## src/rtl/regarb_pkg.sv

```systemverilog
// Shared encodings and the window range check for the register-file bus arbiter.
package regarb_pkg;

   localparam logic [1:0] ST_IDLE   = 2'd0;
   localparam logic [1:0] ST_ACCESS = 2'd1;
   localparam logic [1:0] ST_RESP   = 2'd2;

   localparam logic M0 = 1'b0;
   localparam logic M1 = 1'b1;

   typedef enum logic [1:0] {
      IDLE   = ST_IDLE,
      ACCESS = ST_ACCESS,
      RESP   = ST_RESP
   } state_e;

   // Word-aligned and inside [base, base + 4*num); 18-bit math avoids wrap at the top of the map.
   function automatic logic addr_in_range(input logic [15:0] addr,
                                          input logic [15:0] base,
                                          input int unsigned num);
      logic [17:0] a, lo, hi;
      a  = {2'b00, addr};
      lo = {2'b00, base};
      hi = lo + 18'(num * 4);
      return (a >= lo) && (a < hi) && (addr[1:0] == 2'b00);
   endfunction

endpackage

```

## src/rtl/regfile_bus_arbiter_rr_arb2.sv

```systemverilog
// Combinational two-way round-robin pick: on a tie the master that was not granted last wins.
module rr_arb2 (
   input  logic req0_i,
   input  logic req1_i,
   input  logic last_grant_i,
   output logic grant_valid_o,
   output logic grant_id_o
);

   assign grant_valid_o = req0_i | req1_i;
   assign grant_id_o    = (req0_i & req1_i) ? ~last_grant_i : req1_i;

endmodule

```

## src/rtl/regfile_bus_arbiter.sv

```systemverilog
// Two-master round-robin sequencer issuing one register-file access per grant with a registered response.
// Optional address window check enabled by defining REGARB_RANGE_CHK_EN.
module regfile_bus_arbiter
   import regarb_pkg::*;
#(
   parameter logic [15:0] REG_BASE_ADDR = 16'h0100,
   parameter int unsigned NUM           = 4
) (
   input  logic        clk,
   input  logic        rstn,
   input  logic        m0_req,
   input  logic        m0_wr,
   input  logic [15:0] m0_addr,
   input  logic [31:0] m0_wdata,
   output logic        m0_ack,
   output logic [31:0] m0_rdata,
   output logic        m0_err,
   input  logic        m1_req,
   input  logic        m1_wr,
   input  logic [15:0] m1_addr,
   input  logic [31:0] m1_wdata,
   output logic        m1_ack,
   output logic [31:0] m1_rdata,
   output logic        m1_err,
   output logic [15:0] rf_addr,
   output logic        rf_wr,
   output logic [31:0] rf_wdata,
   input  logic [31:0] rf_rdata,
   output logic        busy
);

   state_e      state_q, state_d;
   logic        last_q, last_d;
   logic        gnt_q, gnt_d;
   logic        wr_q, wr_d;
   logic [15:0] addr_q, addr_d;
   logic [31:0] wdata_q, wdata_d;
   logic        oor_q, oor_d;
   logic        ack0_q, ack0_d, ack1_q, ack1_d;
   logic        err0_q, err0_d, err1_q, err1_d;
   logic [31:0] rdata0_q, rdata0_d, rdata1_q, rdata1_d;

   logic        grant_valid, grant_id;
   logic        sel_wr, sel_oor;
   logic [15:0] sel_addr;
   logic [31:0] sel_wdata, rd_val;

   rr_arb2 u_arb (
      .req0_i        (m0_req),
      .req1_i        (m1_req),
      .last_grant_i  (last_q),
      .grant_valid_o (grant_valid),
      .grant_id_o    (grant_id)
   );

   assign sel_wr    = (grant_id == M1) ? m1_wr    : m0_wr;
   assign sel_addr  = (grant_id == M1) ? m1_addr  : m0_addr;
   assign sel_wdata = (grant_id == M1) ? m1_wdata : m0_wdata;

`ifdef REGARB_RANGE_CHK_EN
   assign sel_oor = ~addr_in_range(sel_addr, REG_BASE_ADDR, NUM);
`else
   assign sel_oor = 1'b0;
`endif

   // Out-of-window reads return zero rather than whatever the register file decodes.
   assign rd_val = oor_q ? 32'h0 : rf_rdata;

   always_comb begin
      state_d  = state_q;
      last_d   = last_q;
      gnt_d    = gnt_q;
      wr_d     = wr_q;
      addr_d   = addr_q;
      wdata_d  = wdata_q;
      oor_d    = oor_q;
      ack0_d   = 1'b0;
      ack1_d   = 1'b0;
      err0_d   = 1'b0;
      err1_d   = 1'b0;
      rdata0_d = rdata0_q;
      rdata1_d = rdata1_q;
      unique case (state_q)
         IDLE: begin
            if (grant_valid) begin
               gnt_d   = grant_id;
               last_d  = grant_id;
               wr_d    = sel_wr;
               addr_d  = sel_addr;
               wdata_d = sel_wdata;
               oor_d   = sel_oor;
               state_d = ACCESS;
            end
         end
         ACCESS: begin
            if (gnt_q == M1) begin
               ack1_d = 1'b1;
               err1_d = oor_q;
               if (!wr_q) rdata1_d = rd_val;
            end else begin
               ack0_d = 1'b1;
               err0_d = oor_q;
               if (!wr_q) rdata0_d = rd_val;
            end
            state_d = RESP;
         end
         RESP:    state_d = IDLE;
         default: state_d = IDLE;
      endcase
   end

   always_ff @(posedge clk or negedge rstn) begin
      if (!rstn) begin
         state_q  <= IDLE;
         last_q   <= M1;
         gnt_q    <= M0;
         wr_q     <= 1'b0;
         addr_q   <= '0;
         wdata_q  <= '0;
         oor_q    <= 1'b0;
         ack0_q   <= 1'b0;
         ack1_q   <= 1'b0;
         err0_q   <= 1'b0;
         err1_q   <= 1'b0;
         rdata0_q <= '0;
         rdata1_q <= '0;
      end else begin
         state_q  <= state_d;
         last_q   <= last_d;
         gnt_q    <= gnt_d;
         wr_q     <= wr_d;
         addr_q   <= addr_d;
         wdata_q  <= wdata_d;
         oor_q    <= oor_d;
         ack0_q   <= ack0_d;
         ack1_q   <= ack1_d;
         err0_q   <= err0_d;
         err1_q   <= err1_d;
         rdata0_q <= rdata0_d;
         rdata1_q <= rdata1_d;
      end
   end

   assign rf_addr  = addr_q;
   assign rf_wdata = wdata_q;
   assign rf_wr    = (state_q == ACCESS) & wr_q & ~oor_q;
   assign busy     = (state_q != IDLE);
   assign m0_ack   = ack0_q;
   assign m1_ack   = ack1_q;
   assign m0_err   = err0_q;
   assign m1_err   = err1_q;
   assign m0_rdata = rdata0_q;
   assign m1_rdata = rdata1_q;

endmodule

```

## config.mk

```make
export PLATFORM = sky130hd
export DESIGN_NAME = regfile_bus_arbiter
export DESIGN_NICKNAME = d
export VERILOG_FILES = /design/src/rtl/regarb_pkg.sv /design/src/rtl/regfile_bus_arbiter_rr_arb2.sv /design/src/rtl/regfile_bus_arbiter.sv
export SDC_FILE = /design/constraint.sdc
export NUM_CORES = 1
export LEC_CHECK = 0
export ABC_AREA = 1
export CORE_MARGIN = 2
export CORE_UTILIZATION = 30
export DETAILED_ROUTE_END_ITERATION = 12
export SLEW_MARGIN = 20
export SYNTH_ARGS = -nofsm -noshare
export SYNTH_HDL_FRONTEND = slang
export SYNTH_HIERARCHICAL = 1
export SYNTH_SLANG_ARGS = --single-unit
```

## constraint.sdc

```tcl
create_clock -name clk -period 4.2 [get_ports clk]
set_clock_uncertainty 0.1 [all_clocks]
set_input_delay 1.05 -clock clk [delete_from_list [all_inputs] [get_ports clk]]
set_output_delay 1.05 -clock clk [all_outputs]
set_load 0.03 [all_outputs]
```

==> run summary, run 1 <==
WL/cell -> 13.8 um
Critical Path Sink Type -> output port
Syn avg cell area -> 8.07 um^2
IO buf count -> 249
Synth Cell Area -> 0.00545 mm^2
Diode count -> 0
Routed WL -> 15800 um
Buffer count from post-CTS setup fixing -> 0
Setup crit end -> rf_wr
Max Fanout on Critical Path -> 3
Synth Area in XOR/XNOR -> 0
Global Route Usage Sum -> 0.171
Worst Setup SP -> state_q[1]$_DFFE_PN0P_
Share of layout cells above drive strength 1 -> 0.0675
R2r startpoint -> wr_q$_DFFE_PN0P_
Row cnt -> 49
R2R depth -> 4
P_leak -> 4.25 nW
Clock Tree Root -> clkbuf_16
Cts repair resizes -> 0
Worst Path Required -> 3.05 ns
Initial Util -> 0.304
Hold_sp -> m0_rdata[17]$_DFFE_PN0P_
Cts bufs inserted -> 17
CTS sink count -> 119
Layout net count -> 1040
First-pass GRT wire length -> 26200 um
Die footprint -> 0.0193 mm^2
Total DRC errors in the routed layout -> 0
Worst R2R Setup Slack -> 2.10 ns
Maximum vdd ir drop -> 0.000421 V
Fmax -> 336 MHz
Final WS setup -> 1.23 ns
Synth area leaders -> dfrtp_1 54%, nand2_1 29%, nand3_1 5.1%, buf_6 2.5%, nand3_2 1.8%
Worst Hold Class -> register to register
Initial antenna violation count -> 0
FF/Latch Area -> 0.00298 mm^2
Pre-antenna DRT Iters -> 4
Fraction of synthesized area in multiplexers -> 0
Footprint of the multi-input gates -> 0.00212 mm^2
Crit Reg-Reg Endpoint -> m0_rdata[28]$_DFFE_PN0P_
Commonest non-fill, non-tap cell in the layout -> nand2_1
Worst endpoint data arrival time -> 1.82 ns
Fin crit period -> 2.97 ns
Tightest Pin Transition -> 0.981 ns
Iter 0 DRT Violations -> 166
IO Count -> 252
Placed Cells incl. Taps -> 1116
Final slew viol count -> 0
Vias per std cell -> 4.31
Outcome -> completed
Period utilisation layout -> 0.708
Placer congestion estimate -> 0.785
Die Ht -> 139 um
Total grt overflow -> 0
Largest family of logic cells by synthesized area -> simple AND/OR/NAND/NOR gates
CTS tree -> done
Final Hold Vio Count -> 0
Largest net degree at the start of global routing -> 68
H-tree Lvls -> 4
#FFs+latches synth -> 119
Seq/Total Area, Yosys -> 0.547
Area share of the largest cell type after synthesis -> 0.542
Distinct cells, synth -> 21
Yosys warns -> 6
Antenna Nets Post-Route -> 0
Adder-Cell Fraction of Synth Area -> 0
Fin cells -> 1147
Sum Neg Setup Slack -> 0 ns
Area leader, netlist -> dfrtp_1
Final HPWL DP -> 10700 um
Simple-Gate Fraction of Synth Area -> 0.385
Compound-gate portion of the synthesized area -> 0.000919
Relative slew margins -> 0.344
Leading cell types in the layout, fill and taps excluded -> 426 x nand2_1, 248 x clkdlybuf4s50_1, 118 x dfrtp_1, 55 x nand3_1, 17 x clkbuf_16
Worst-case clock buffer depth -> 2
Width of the die -> 139 um
Worst setup SP type -> register
Area growth syn-to-layout -> 56.8%
Pwr/cell area -> 837 mW/mm^2
Mapped Cells -> 675
Core box area -> 0.0179 mm^2
Total number of vias -> 4940
Worst slack, placed -> 1.23 ns
Fillers -> 1783
Max-Cap Viols -> 0
Clk Latency, worst-skew pair -> 0.41 ns
Design Power -> 0.00714 W
Reg clk slew, reported paths -> 0.05 ns
Number of global-route vias before repair -> 5022
Unrepaired setup endpoints after global routing -> false
Crit path kind -> register to output port
Hold-fix buffers at CTS -> 0
Final Setup Violations -> 0
final cells by class:
type,instances,share of cell area
sequential,119,0.349
clock buffer,23,0.0583
multi-input combinational,507,0.248
timing repair buffer,253,0.297
inverter,8,0.00352
tap,229,0.0335
clock inverter,8,0.0111
kinds of logic after synthesis:
kind of cell | count (synthesis)
and+or+nand+nor | 504
DFF | 119
other | 1
AOI/OAI and AO/OA | 1
buffers and inverters | 50
worst max-delay path, stage by stage (launching register included):
cell and delay [ns]:
dfrtp_1 0.46, nor2_8 0.14, inv_2 0.05, nor2_1 0.08, clkdlybuf4s50_1 0.70
how the worst min path moves through the flow:
stage,cells after the start,endpoint
6_report,2,m0_rdata[17]$_DFFE_PN0P_
5_1_grt,2,m1_rdata[30]$_DFFE_PN0P_
4_1_cts,2,m1_rdata[30]$_DFFE_PN0P_
3_5_place_dp,2,m0_rdata[17]$_DFFE_PN0P_
3_3_place_gp,2,m1_rdata[0]$_DFFE_PN0P_
2_1_floorplan,2,last_q$_DFFE_PN1P_
power by group:
| group | switching [W] | leakage [nW] | internal (W) |
|---|---|---|---|
| registers | 0.000325 | 1.47 | 0.00171 |
| clock network | 0.000501 | 0.291 | 0.000944 |
| logic | 0.00230 | 2.49 | 0.00137 |
per-layer routing:
layer | vias up | wire length [um] | global-route usage
li1 | 2524 | - | -
met1 | 2196 | 7300 | 0.226
met2 | 199 | 6820 | 0.257
met3 | 21 | 1400 | 0.0680
met4 | 0 | 295 | 0.0611
met5 | - | 0 | 0
state kept, by name, indices dropped and copies added, names as in the netlist:
| signal | cells |
|---|---|
| m1_ack | 1 |
| rf_wdata | 32 |
| last_q | 1 |
| m1_rdata | 32 |
| m0_ack | 1 |
| gnt_q | 1 |
| wr_q | 1 |
| m0_rdata | 32 |
| state_q | 2 |
| rf_addr | 16 |
metrics by stage:
| stage | instance area (um^2) | hold WS (ns) | utilization |
|---|---|---|---|
| after floorplan | 5450 | 0.342 | - |
| after global placement | 7950 | 0.352 | 0.444 |
| after detailed placement | 7950 | 0.358 | 0.444 |
| after CTS | 8540 | 0.370 | 0.477 |
| after global routing | 8540 | 0.384 | 0.477 |
| final | 8540 | 0.366 | 0.477 |
cells in the mapped netlist:
| cell | number |
|---|---|
| clkbuf_1 | 1 |
| nand3_1 | 55 |
| nand3_2 | 10 |
| buf_4 | 12 |
| nand2_2 | 2 |
| dfstp_2 | 1 |
| nor2_4 | 2 |
| buf_8 | 2 |
| nor2_8 | 2 |
| nor2_2 | 1 |
| inv_2 | 6 |
| nor2_1 | 3 |
| buf_2 | 15 |
| nand2_4 | 2 |
| or2_1 | 1 |
| conb_1 | 1 |
| buf_6 | 12 |
| dfrtp_1 | 118 |
| inv_1 | 2 |
| a21oi_1 | 1 |
| nand2_1 | 426 |
Note: power is estimated with default switching activity, not from simulation.
==> run 2: changes to the inputs <==
==> constraint.sdc (replaced) <==
create_clock -name clk -period 3 [get_ports clk]
set_clock_uncertainty 0.1 [all_clocks]
set_input_delay 0.75 -clock clk [delete_from_list [all_inputs] [get_ports clk]]
set_output_delay 0.75 -clock clk [all_outputs]
set_load 0.03 [all_outputs]
==> run 2 against run 1 <==
Effect of this change: hold slack got worse by 0.15 ns; combinational power increased by 43%; count of clock-buffer cells in the layout decreased by 2; design area increased by 0.50%; sequential power increased by 40%; total power increased by 40%; sequential cell count unchanged; largest cell class unchanged; critical path depth unchanged; first-iteration DRC count increased by 14%; non-clock buffer count increased by 5.
==> run summary, run 2 (synthesis results as in run 1) <==
Placer congestion estimate -> 0.803 (+2.2%)
Total DRC errors in the routed layout -> 0 (unchanged)
Routed WL -> 16200 um (+2.5%)
Unrepaired setup endpoints after global routing -> false
Crit path kind -> register to output port
Global Route Usage Sum -> 0.177 (+0.00588)
Clock Tree Root -> clkbuf_16
Tightest Pin Transition -> 0.747 ns (-0.234 ns)
IO buf count -> 249 (unchanged)
Relative slew margins -> 0.502 (+0.158)
Core box area -> 0.0179 mm^2 (unchanged)
Leading cell types in the layout, fill and taps excluded -> 426 x nand2_1, 248 x clkdlybuf4s50_1, 118 x dfrtp_1, 55 x nand3_1, 17 x clkbuf_16
Final slew viol count -> 0 (unchanged)
Final HPWL DP -> 11300 um (+5.5%)
Row cnt -> 49 (unchanged)
Die Ht -> 139 um (unchanged)
Final WS setup -> 0.321 ns (-0.906 ns)
Initial Util -> 0.304 (unchanged)
First-pass GRT wire length -> 27200 um (+3.7%)
Commonest non-fill, non-tap cell in the layout -> nand2_1
Buffer count from post-CTS setup fixing -> 0 (unchanged)
WL/cell -> 14.1 um (+2.2%)
Worst-case clock buffer depth -> 2 (unchanged)
Number of global-route vias before repair -> 5241 (+4.4%)
Reg clk slew, reported paths -> 0.05 ns (about the same)
Total number of vias -> 5030 (+1.8%)
Fin crit period -> 2.68 ns
Iter 0 DRT Violations -> 190 (+14%)
Sum Neg Setup Slack -> 0 ns (unchanged)
Maximum vdd ir drop -> 0.000545 V (+30%)
Worst R2R Setup Slack -> 0.92 ns (-1.18 ns)
IO Count -> 252 (unchanged)
Area growth syn-to-layout -> 57.6%
Worst Hold Class -> primary input to asynchronous set/reset pin
Initial antenna violation count -> 0 (unchanged)
Cts repair resizes -> 0 (unchanged)
Final Hold Vio Count -> 0 (unchanged)
Final Setup Violations -> 0 (unchanged)
Cts bufs inserted -> 17 (unchanged)
Width of the die -> 139 um (unchanged)
Fmax -> 373 MHz
Die footprint -> 0.0193 mm^2 (unchanged)
Critical Path Sink Type -> output port
Largest net degree at the start of global routing -> 68 (unchanged)
Pwr/cell area -> 1160 mW/mm^2 (+39%)
Fin cells -> 1151 (+0.35%)
Worst slack, placed -> 0.599 ns (-0.632 ns)
Layout net count -> 1045 (+0.48%)
Worst setup SP type -> register
Antenna Nets Post-Route -> 0 (unchanged)
Hold-fix buffers at CTS -> 0 (unchanged)
Max Fanout on Critical Path -> 3 (unchanged)
P_leak -> 4.27 nW (+0.43%)
CTS tree -> done
Period utilisation layout -> 0.893
Vias per std cell -> 4.37 (+1.5%)
H-tree Lvls -> 4 (unchanged)
Placed Cells incl. Taps -> 1121 (+0.45%)
Fillers -> 1766 (-0.95%)
Max-Cap Viols -> 0 (unchanged)
Clk Latency, worst-skew pair -> 0.41 ns (about the same)
Total grt overflow -> 0 (unchanged)
Pre-antenna DRT Iters -> 4 (unchanged)
CTS sink count -> 119 (unchanged)
Worst Path Required -> 2.15 ns (-0.90 ns)
Share of layout cells above drive strength 1 -> 0.0716 (+0.00405)
Diode count -> 0 (unchanged)
Outcome -> completed
Worst endpoint data arrival time -> 1.83 ns (about the same)
run 2: changes by cell type in the layout (fill, tap and decap cells not counted), sizes merged:
cell and delta:
clkbuf -2, bufinv -1, clkinvlp +1, clkinv +1, buf +5
run 2: critical path: stages (launching register included):
cell and delay, ns:
dfrtp_1 0.46, nor2_8 0.14, inv_2 0.05, nor2_1 0.08
clkdlybuf4s50_1 0.70
run 2: final timing paths:
path	from	endpoint	cells past startpoint
worst min-delay path	rstn	m0_rdata[6]$_DFFE_PN0P_	1
worst max register to register	state_q[1]$_DFFE_PN0P_	m0_rdata[3]$_DFFE_PN0P_	5
max in group asynchronous	rstn	last_q$_DFFE_PN1P_	2
worst min register to register	m0_rdata[10]$_DFFE_PN0P_	m0_rdata[10]$_DFFE_PN0P_	2
min in group clk	m0_rdata[10]$_DFFE_PN0P_	m0_rdata[10]$_DFFE_PN0P_	2
worst max-delay path	state_q[1]$_DFFE_PN0P_	rf_wr	4
run 2: layout make-up:
class | instances | area (um^2) | area share
clock inverters | 9 | 77.6 | 0.00904
inverters | 8 | 30.0 | 0.00350
flip-flops and latches | 119 | 2980 | 0.347
well taps | 229 | 287 | 0.0334
clock buffers | 21 | 470 | 0.0548
repair buffers | 258 | 2620 | 0.305
multi-input cells | 507 | 2120 | 0.247
run 2: per-layer routing:
layer	GRT usage	share of wire	vias to the layer above
met4	0.0595	0.014	0
met2	0.277	0.44	205
li1	-	-	2536
met3	0.0742	0.094	17
met5	0	0	-
met1	0.223	0.45	2272
run 2: report_power, final:
group	total, W	leakage, nW	internal, W	switching, W
sequential	0.00286	1.47	0.00240	0.000463
clock	0.00189	0.266	0.00118	0.000704
combinational	0.00522	2.53	0.00198	0.00324
run 2: stage by stage:
stage	area [um^2]	utilization	power, W	hold slack, ns
after floorplan	5450	-	0.00603	0.342
after global placement	8040	0.449	0.00811	0.352
after detailed placement	8040	0.449	0.00816	0.358
after CTS	8580	0.479	0.0101	0.225
after global routing	8580	0.479	0.0106	0.243
final	8580	0.479	0.00997	0.216
